[src/rtl/alu_exc_unit.sv]
// alu_exc_unit: captures committing ALU results, accumulates sticky status
// flags and raises a precise exception (with cause and pc) for masked flags.
// FSM: IDLE accepts results; TRAP holds the pipeline until the handler acks;
// DRAIN adds one extra stall cycle before returning to IDLE.
// Optional feature: define ALU_EXC_COUNT_EN to add the saturating exc_count
// output that counts IDLE->TRAP transitions.
module alu_exc_unit #(
  parameter logic [7:0] EXC_MASK = 8'b0100_0100
) (
  input  logic        clk,
  input  logic        rst,
  input  logic        alu_valid,
  input  logic [31:0] ALU_result,
  input  logic [7:0]  ALU_status,
  input  logic [31:0] pc,
  input  logic        exc_ack,
  input  logic        flag_clr,
  output logic [31:0] result_q,
  output logic [7:0]  status_q,
  output logic [7:0]  sticky,
  output logic        exc_req,
  output logic [7:0]  exc_cause,
  output logic [31:0] epc,
  output logic        stall
`ifdef ALU_EXC_COUNT_EN
  ,
  output logic [7:0]  exc_count
`endif
);

  typedef enum logic [1:0] {
    IDLE  = 2'd0,
    TRAP  = 2'd1,
    DRAIN = 2'd2
  } state_t;

  state_t state_reg;
  state_t state_next;

  logic accept;
  logic exc_hit;

  // A result is taken only while the unit is not stalling upstream.
  assign accept  = alu_valid & ~stall;
  assign exc_hit = accept & ((ALU_status & EXC_MASK) != 8'h00);

  // State register; reset aborts any pending exception without an ack.
  always_ff @(posedge clk or posedge rst) begin
    if (rst) begin
      state_reg <= IDLE;
    end else begin
      state_reg <= state_next;
    end
  end

  // Next-state and outputs; exc_req/stall depend on the registered state only.
  always_comb begin
    state_next = state_reg;
    exc_req    = 1'b0;
    stall      = 1'b0;
    case (state_reg)
      IDLE: begin
        if (exc_hit) begin
          state_next = TRAP;
        end
      end
      TRAP: begin
        exc_req = 1'b1;
        stall   = 1'b1;
        if (exc_ack) begin
          state_next = DRAIN;
        end
      end
      DRAIN: begin
        stall      = 1'b1;
        state_next = IDLE;
      end
      default: begin
        state_next = IDLE;
      end
    endcase
  end

  // Capture of accepted result/status; reserved status bits read back as 0.
  always_ff @(posedge clk or posedge rst) begin
    if (rst) begin
      result_q <= 32'h0;
      status_q <= 8'h00;
    end else if (accept) begin
      result_q <= ALU_result;
      status_q <= {ALU_status[7:2], 2'b00};
    end
  end

  // Sticky flags: a clear coinciding with an acceptance keeps only the new status.
  always_ff @(posedge clk or posedge rst) begin
    if (rst) begin
      sticky <= 8'h00;
    end else if (flag_clr) begin
      sticky <= accept ? ALU_status : 8'h00;
    end else if (accept) begin
      sticky <= sticky | ALU_status;
    end
  end

  // Exception context is held until the next exception is captured.
  always_ff @(posedge clk or posedge rst) begin
    if (rst) begin
      exc_cause <= 8'h00;
      epc       <= 32'h0;
    end else if (exc_hit) begin
      exc_cause <= ALU_status & EXC_MASK;
      epc       <= pc;
    end
  end

`ifdef ALU_EXC_COUNT_EN
  // Saturating exception counter; a clear in the same cycle as a new trap counts it.
  always_ff @(posedge clk or posedge rst) begin
    if (rst) begin
      exc_count <= 8'h00;
    end else if (flag_clr) begin
      exc_count <= exc_hit ? 8'd1 : 8'd0;
    end else if (exc_hit && (exc_count != 8'hFF)) begin
      exc_count <= exc_count + 8'd1;
    end
  end
`endif

endmodule

[config.mk]
export PLATFORM = sky130hd
export DESIGN_NAME = alu_exc_unit
export DESIGN_NICKNAME = d
export VERILOG_FILES = /design/src/rtl/alu_exc_unit.sv
export SDC_FILE = /design/constraint.sdc
export NUM_CORES = 1
export LEC_CHECK = 0
export ABC_AREA = 0
export BUFFER_PORTS_ARGS = -buffer_cell sky130_fd_sc_hd__buf_4
export CAP_MARGIN = 15
export CORE_MARGIN = 1.5
export CORE_UTILIZATION = 30
export CTS_CLUSTER_DIAMETER = 60
export DETAILED_ROUTE_END_ITERATION = 10
export PLACE_DENSITY_LB_ADDON = 0.12
export SLEW_MARGIN = 10
export SYNTH_ARGS = -nofsm -noshare
export SYNTH_HDL_FRONTEND = slang
export SYNTH_SLANG_ARGS = --single-unit
[constraint.sdc]
create_clock -name clk -period 2.2 [get_ports clk]
set_clock_uncertainty 0.1 [all_clocks]
set_input_delay 0 -clock clk [delete_from_list [all_inputs] [get_ports clk]]
set_output_delay 0 -clock clk [all_outputs]
set_load 0.01 [all_outputs]
# Word-level counts from Yosys, hierarchy flattened
# Cells that the tools add are included.
[classes]
n_eq_ne = 4
muxes = 8
bitwise = 4
n_reduce_logical = 5
[op_table]
columns = ["operator", "n"]
rows = [
  ["$mux 8", 3],
  ["$or 8x8->8", 1],
  ["$reduce_bool 8->1", 1],
  ["$mux 2", 2],
  ["$ne 2x2->1 const B", 2],
  ["$pmux 2 s2", 1],
  ["$and 1x1->1", 2],
  ["$eq 2x1->1 const B", 1],
  ["$eq 2x2->1 const B", 1],
  ["$logic_not 2->1", 1],
  ["$mux 1", 2],
  ["$reduce_and 2->1", 1],
  ["$reduce_bool 2->1", 1],
  ["$reduce_or 2->1", 1],
  ["$not 1->1", 1],
]
[word_totals]
reg_bits = 82
inputBits = 77
output_inout_bits = 90
wordCells = 27

# Depth between registers and ports, before layout
[depth]
depth_word = 8
depth_mapped = 8
depth_no_buf = 5

# Worst setup path after synthesis
# No wires, ideal clock.
[synth_path]
path_type = "register -> register"
from = "register state_reg[0]"
to = "register epc[0]"
setup_time_ns = 0.125
arrival_time_ns = 1.655
required_time_ns = 1.975
setup_slack_ns = 0.320
stages_incl_launch_ff = 8
n_path_buf = 2
synth_period_minus_slack_ns = 1.880
path_cell_list = "dfrtp_1 inv_1 ha_1 nand2b_4 buf_6 nor2_8 buf_12 mux2_4"
[synth_between]
elab_chain_cells = 6
word_cells_on_any_way = 7
cone_classes = "eq/ne: 2; mux: 1; bitwise: 3; reduce/logical: 1"
[synth_lines]
columns = ["element", "line_no", "text"]
rows = [
  ["start: declaration", "37", "state_t state_reg;"],
  ["start signal: assignment", "52", "state_reg <= state_next;"],
  ["$eq 2x1->1 or $eq 2x2->1 (tied branches)", "61", "case (state_reg)"],
  ["$reduce_or 2->1 (no source line) *", "--", ""],
  ["$mux 1 *", "61", ""],
  ["net stall", "24", "output logic stall"],
  ["$not 1->1 *", "44", "assign accept = alu_valid & ~stall;"],
  ["$and 1x1->1 *", "44", ""],
  ["$and 1x1->1 *", "45", "assign exc_hit = accept & ((ALU_status & EXC_MASK) != 8'h00);"],
  ["end signal: assignment", "113", "epc <= pc;"],
  ["end: declaration", "23", "output logic [31:0] epc,"],
]
# Mark *: on every way through the listed nets, which the timed path passes. The rest lies on a longest branch.
# A chain may end at the register's enable or synchronous reset.

# Worst setup path in the final report
[layout_path]
from = "register state_reg[1]"
to = "register sticky[1]"
[layout_between]
elab_chain_cells = 7
word_cells_on_any_way = 9
cone_classes = "eq/ne: 2; mux: 3; bitwise: 2; reduce/logical: 2"
[layout_lines]
columns = ["element", "line_no", "text"]
rows = [
  ["$eq 2x1->1 or $eq 2x2->1 (tied branches)", "61", ""],
  ["$reduce_or 2->1 (no source line) *", "--", ""],
  ["$mux 1 *", "61", ""],
  ["$not 1->1 *", "44", ""],
  ["$and 1x1->1 *", "44", ""],
  ["$mux 8", "100", "sticky <= accept ? ALU_status : 8'h00;"],
  ["$mux 8", "99", "end else if (flag_clr) begin"],
  ["end signal: assignment", "100", ""],
  ["end signal: assignment", "102", "sticky <= sticky | ALU_status;"],
  ["end: declaration", "20", "output logic [7:0] sticky,"],
]
# Every way passes the cells marked *; elsewhere a longest branch is shown, timed or not.

==> results.ini <==
[run_status]
status=finished clean

[floorplan]
core_area_um2=10900
die_w_um=109
pin_count=167
die_h_um=109
fp-row-count=38
dieArea_um2=11900
initial_core_util_pct=30.9

[worst_setup_path]
arrival_ns=2.17
crit_chain=inv_1 > ha_1 > and2b_2 > buf_4 > nand2_1 > o21ai_0 > dlygate4sd3_1
slowest_stage=dlygate4sd3_1
path_delay_family=buffers and inverters
crit_type=register to register
rr_endpoint=sticky[1]
cp_num_buf_inv=3
critPathLaunchType=register
path_max_fanout=8
cp.required_ns=2.31
r2r_setup_slack_ns=0.13
ff2ff_path_depth=7
reg2reg_from=state_reg[1]
crit_path_end_kind=register
slowest_delay_ns=0.57

[synth]
synth_edf_count=0
synth-seq-cells=82
ys_seq_area_share_pct=60.7
synth_area_leaders=dfrtp_1 (61%), nand2_1 (13%), mux2_4 (13%)
synth_top_cell_by_area=dfrtp_1
synth_top_area_share_pct=60.7
netlist_area_um2=3380
async_flop_share_pct=100
ys.flop_type=dfrtp_1
syn_avg_cell_area_um2=11.7
yosys-top-cells-count=nand2_1 (117), dfrtp_1 (82), mux2_4 (29)
synthDistinctLibCells=23
netlist_instances=289
synth.most_common_cell=nand2_1
yosysWarnings=0

[layout]
num_antenna_cells=0
reg.largest.list=epc (32), result_q (32), sticky (8)
drive_gt1_share_pct=41.1
area_delta_synth_final_pct=73.5
design_area_um2=5870
num-nets-final=618

[drt]
via_count=2828
ant_nets=0
wl_um=8570
wl_per_cell_um=12.5
first_pass_iters=4
wl_met2_um=3810
drt_iter0_markers=62
top_layer=met4
viasPerCell=4.14
wl_met3_um=725
wl_met1_um=3980
drc_errors=0

[clocking]
cts_root_buf=clkbuf_16
clock_sinks=82
clockBufferDepth=2
cts.reportedPaths.clkPinSlew_ns=0.06
htreeDepth=3
numCtsBuffers=9
cts_tree=done
clkLatencyLatePin_ns=0.33

[global_route]
overflow=0
grt_max_degree=33
grt_pass1_vias=2852
globalRouteTotalUtil_pct=14.5
grt_pass1_wl_um=13400
antenna_found_initial=0

[place]
place.gp.congestion=0.713
portBuffers=158
hpwlAfterDp_um=5790
dpl_cell_area_um2=4700

[timing]
rsz0062_at_grt=false
setup_tns_ns=0
max_slew.worst_pin.slew_ns=0.682
hold_viol=0
max_freq_mhz=484
setup_violations=0
max_slew_margin_pct=54.4
slew_violations=0
period_share_pct=94.0
fin_crit_ns=2.07

[hold_path]
holdPathStages=4
hold_path_class=input port to register
holdPathEnd=exc_cause[6]
min_from=alu_valid

[pwr]
power_density_nw_per_um2=1340
vdd_drop_max_mv=0.769
cellLeakagePower_nw=3.03

[job]
drv_cap=0

per-stage QoR:
step / total power, W / hold slack, ns / setup slack (ns) / instances / util [%]
final: 0.00784 / 0.117 / 0.132 / 683 / 53.6
after global routing: 0.00842 / 0.126 / 0.0139 / 683 / 53.6
after CTS: 0.00793 / 0.100 / 0.0657 / 681 / 53.5
after detailed placement: 0.00613 / 0.0478 / 0.143 / 582 / 43.0
after global placement: 0.00607 / 0.0442 / 0.228 / 582 / 43.0
after floorplan: 0.00455 / -0.00355 / 0.320 / 296 / -
area by class of cell:
| cell class | count | area (um^2) |
|---|---|---|
| clock buffer | 11 | 253 |
| clock inverter | 5 | 62.6 |
| fill | 998 | 5070 |
| inverter | 12 | 48.8 |
| multi-input combinational | 181 | 1140 |
| sequential | 82 | 2050 |
| tap | 140 | 175 |
| timing repair buffer | 252 | 2140 |
placed cells by master, fill, tap and decap left out, types with 2 or more instances in the layout:
cell,n
clkbuf_8,2
conb_1,8
a22o_1,2
nand2_1,117
mux2_2,3
clkinv_4,2
buf_12,3
mux2_4,29
ha_1,3
dfrtp_1,82
clkbuf_16,9
o21ai_0,9
buf_4,166
inv_1,11
o211ai_1,2
clkinvlp_4,3
dlygate4sd3_1,83
report_power, final:
group / total (W) / internal [W] / switching, W
sequential: 0.00267 / 0.00225 / 0.000416
combinational: 0.00364 / 0.00208 / 0.00156
clock: 0.00154 / 0.000945 / 0.000592
kinds of logic after synthesis:
family	after synthesis	synth area share, %
compound gates	15	2.85
fa+ha+maj	3	1.11
buf+inv	33	6.44
flops	82	60.7
mux	32	13.9
other cells	1	0.111
simple gates	123	14.9
metal layers:
metal	global-route usage (%)	vias up
met5	0	-
met2	22.8	111
met4	3.38	0
met3	4.90	5
met1	19.3	1324
li1	-	1388
worst min-delay path, delay by kind of cell:
| family | cells | cell delay [ns] |
|---|---|---|
| buf+inv | 2 | 0.22 |
| simple gates | 1 | 0.14 |
| compound gates | 1 | 0.14 |
worst max path at each step:
stage / start / end / depth (start not counted)
after floorplan: state_reg[0] / epc[0] / 7
final: state_reg[1] / sticky[1] / 7
after detailed placement: state_reg[0] / epc[9] / 6
after CTS: state_reg[0] / status_q[5] / 7
after global routing: state_reg[1] / sticky[1] / 7
after global placement: state_reg[0] / epc[9] / 6
what timing repair did:
item / CTS / global route
endpoints found under the hold margin: 109 / 0
hold buffers: 83 / 0
setup endpoints to repair: 0 / 8
resized for setup: 0 / 1
setup buffers: 0 / 2
Note: power is estimated with default switching activity, not from simulation.
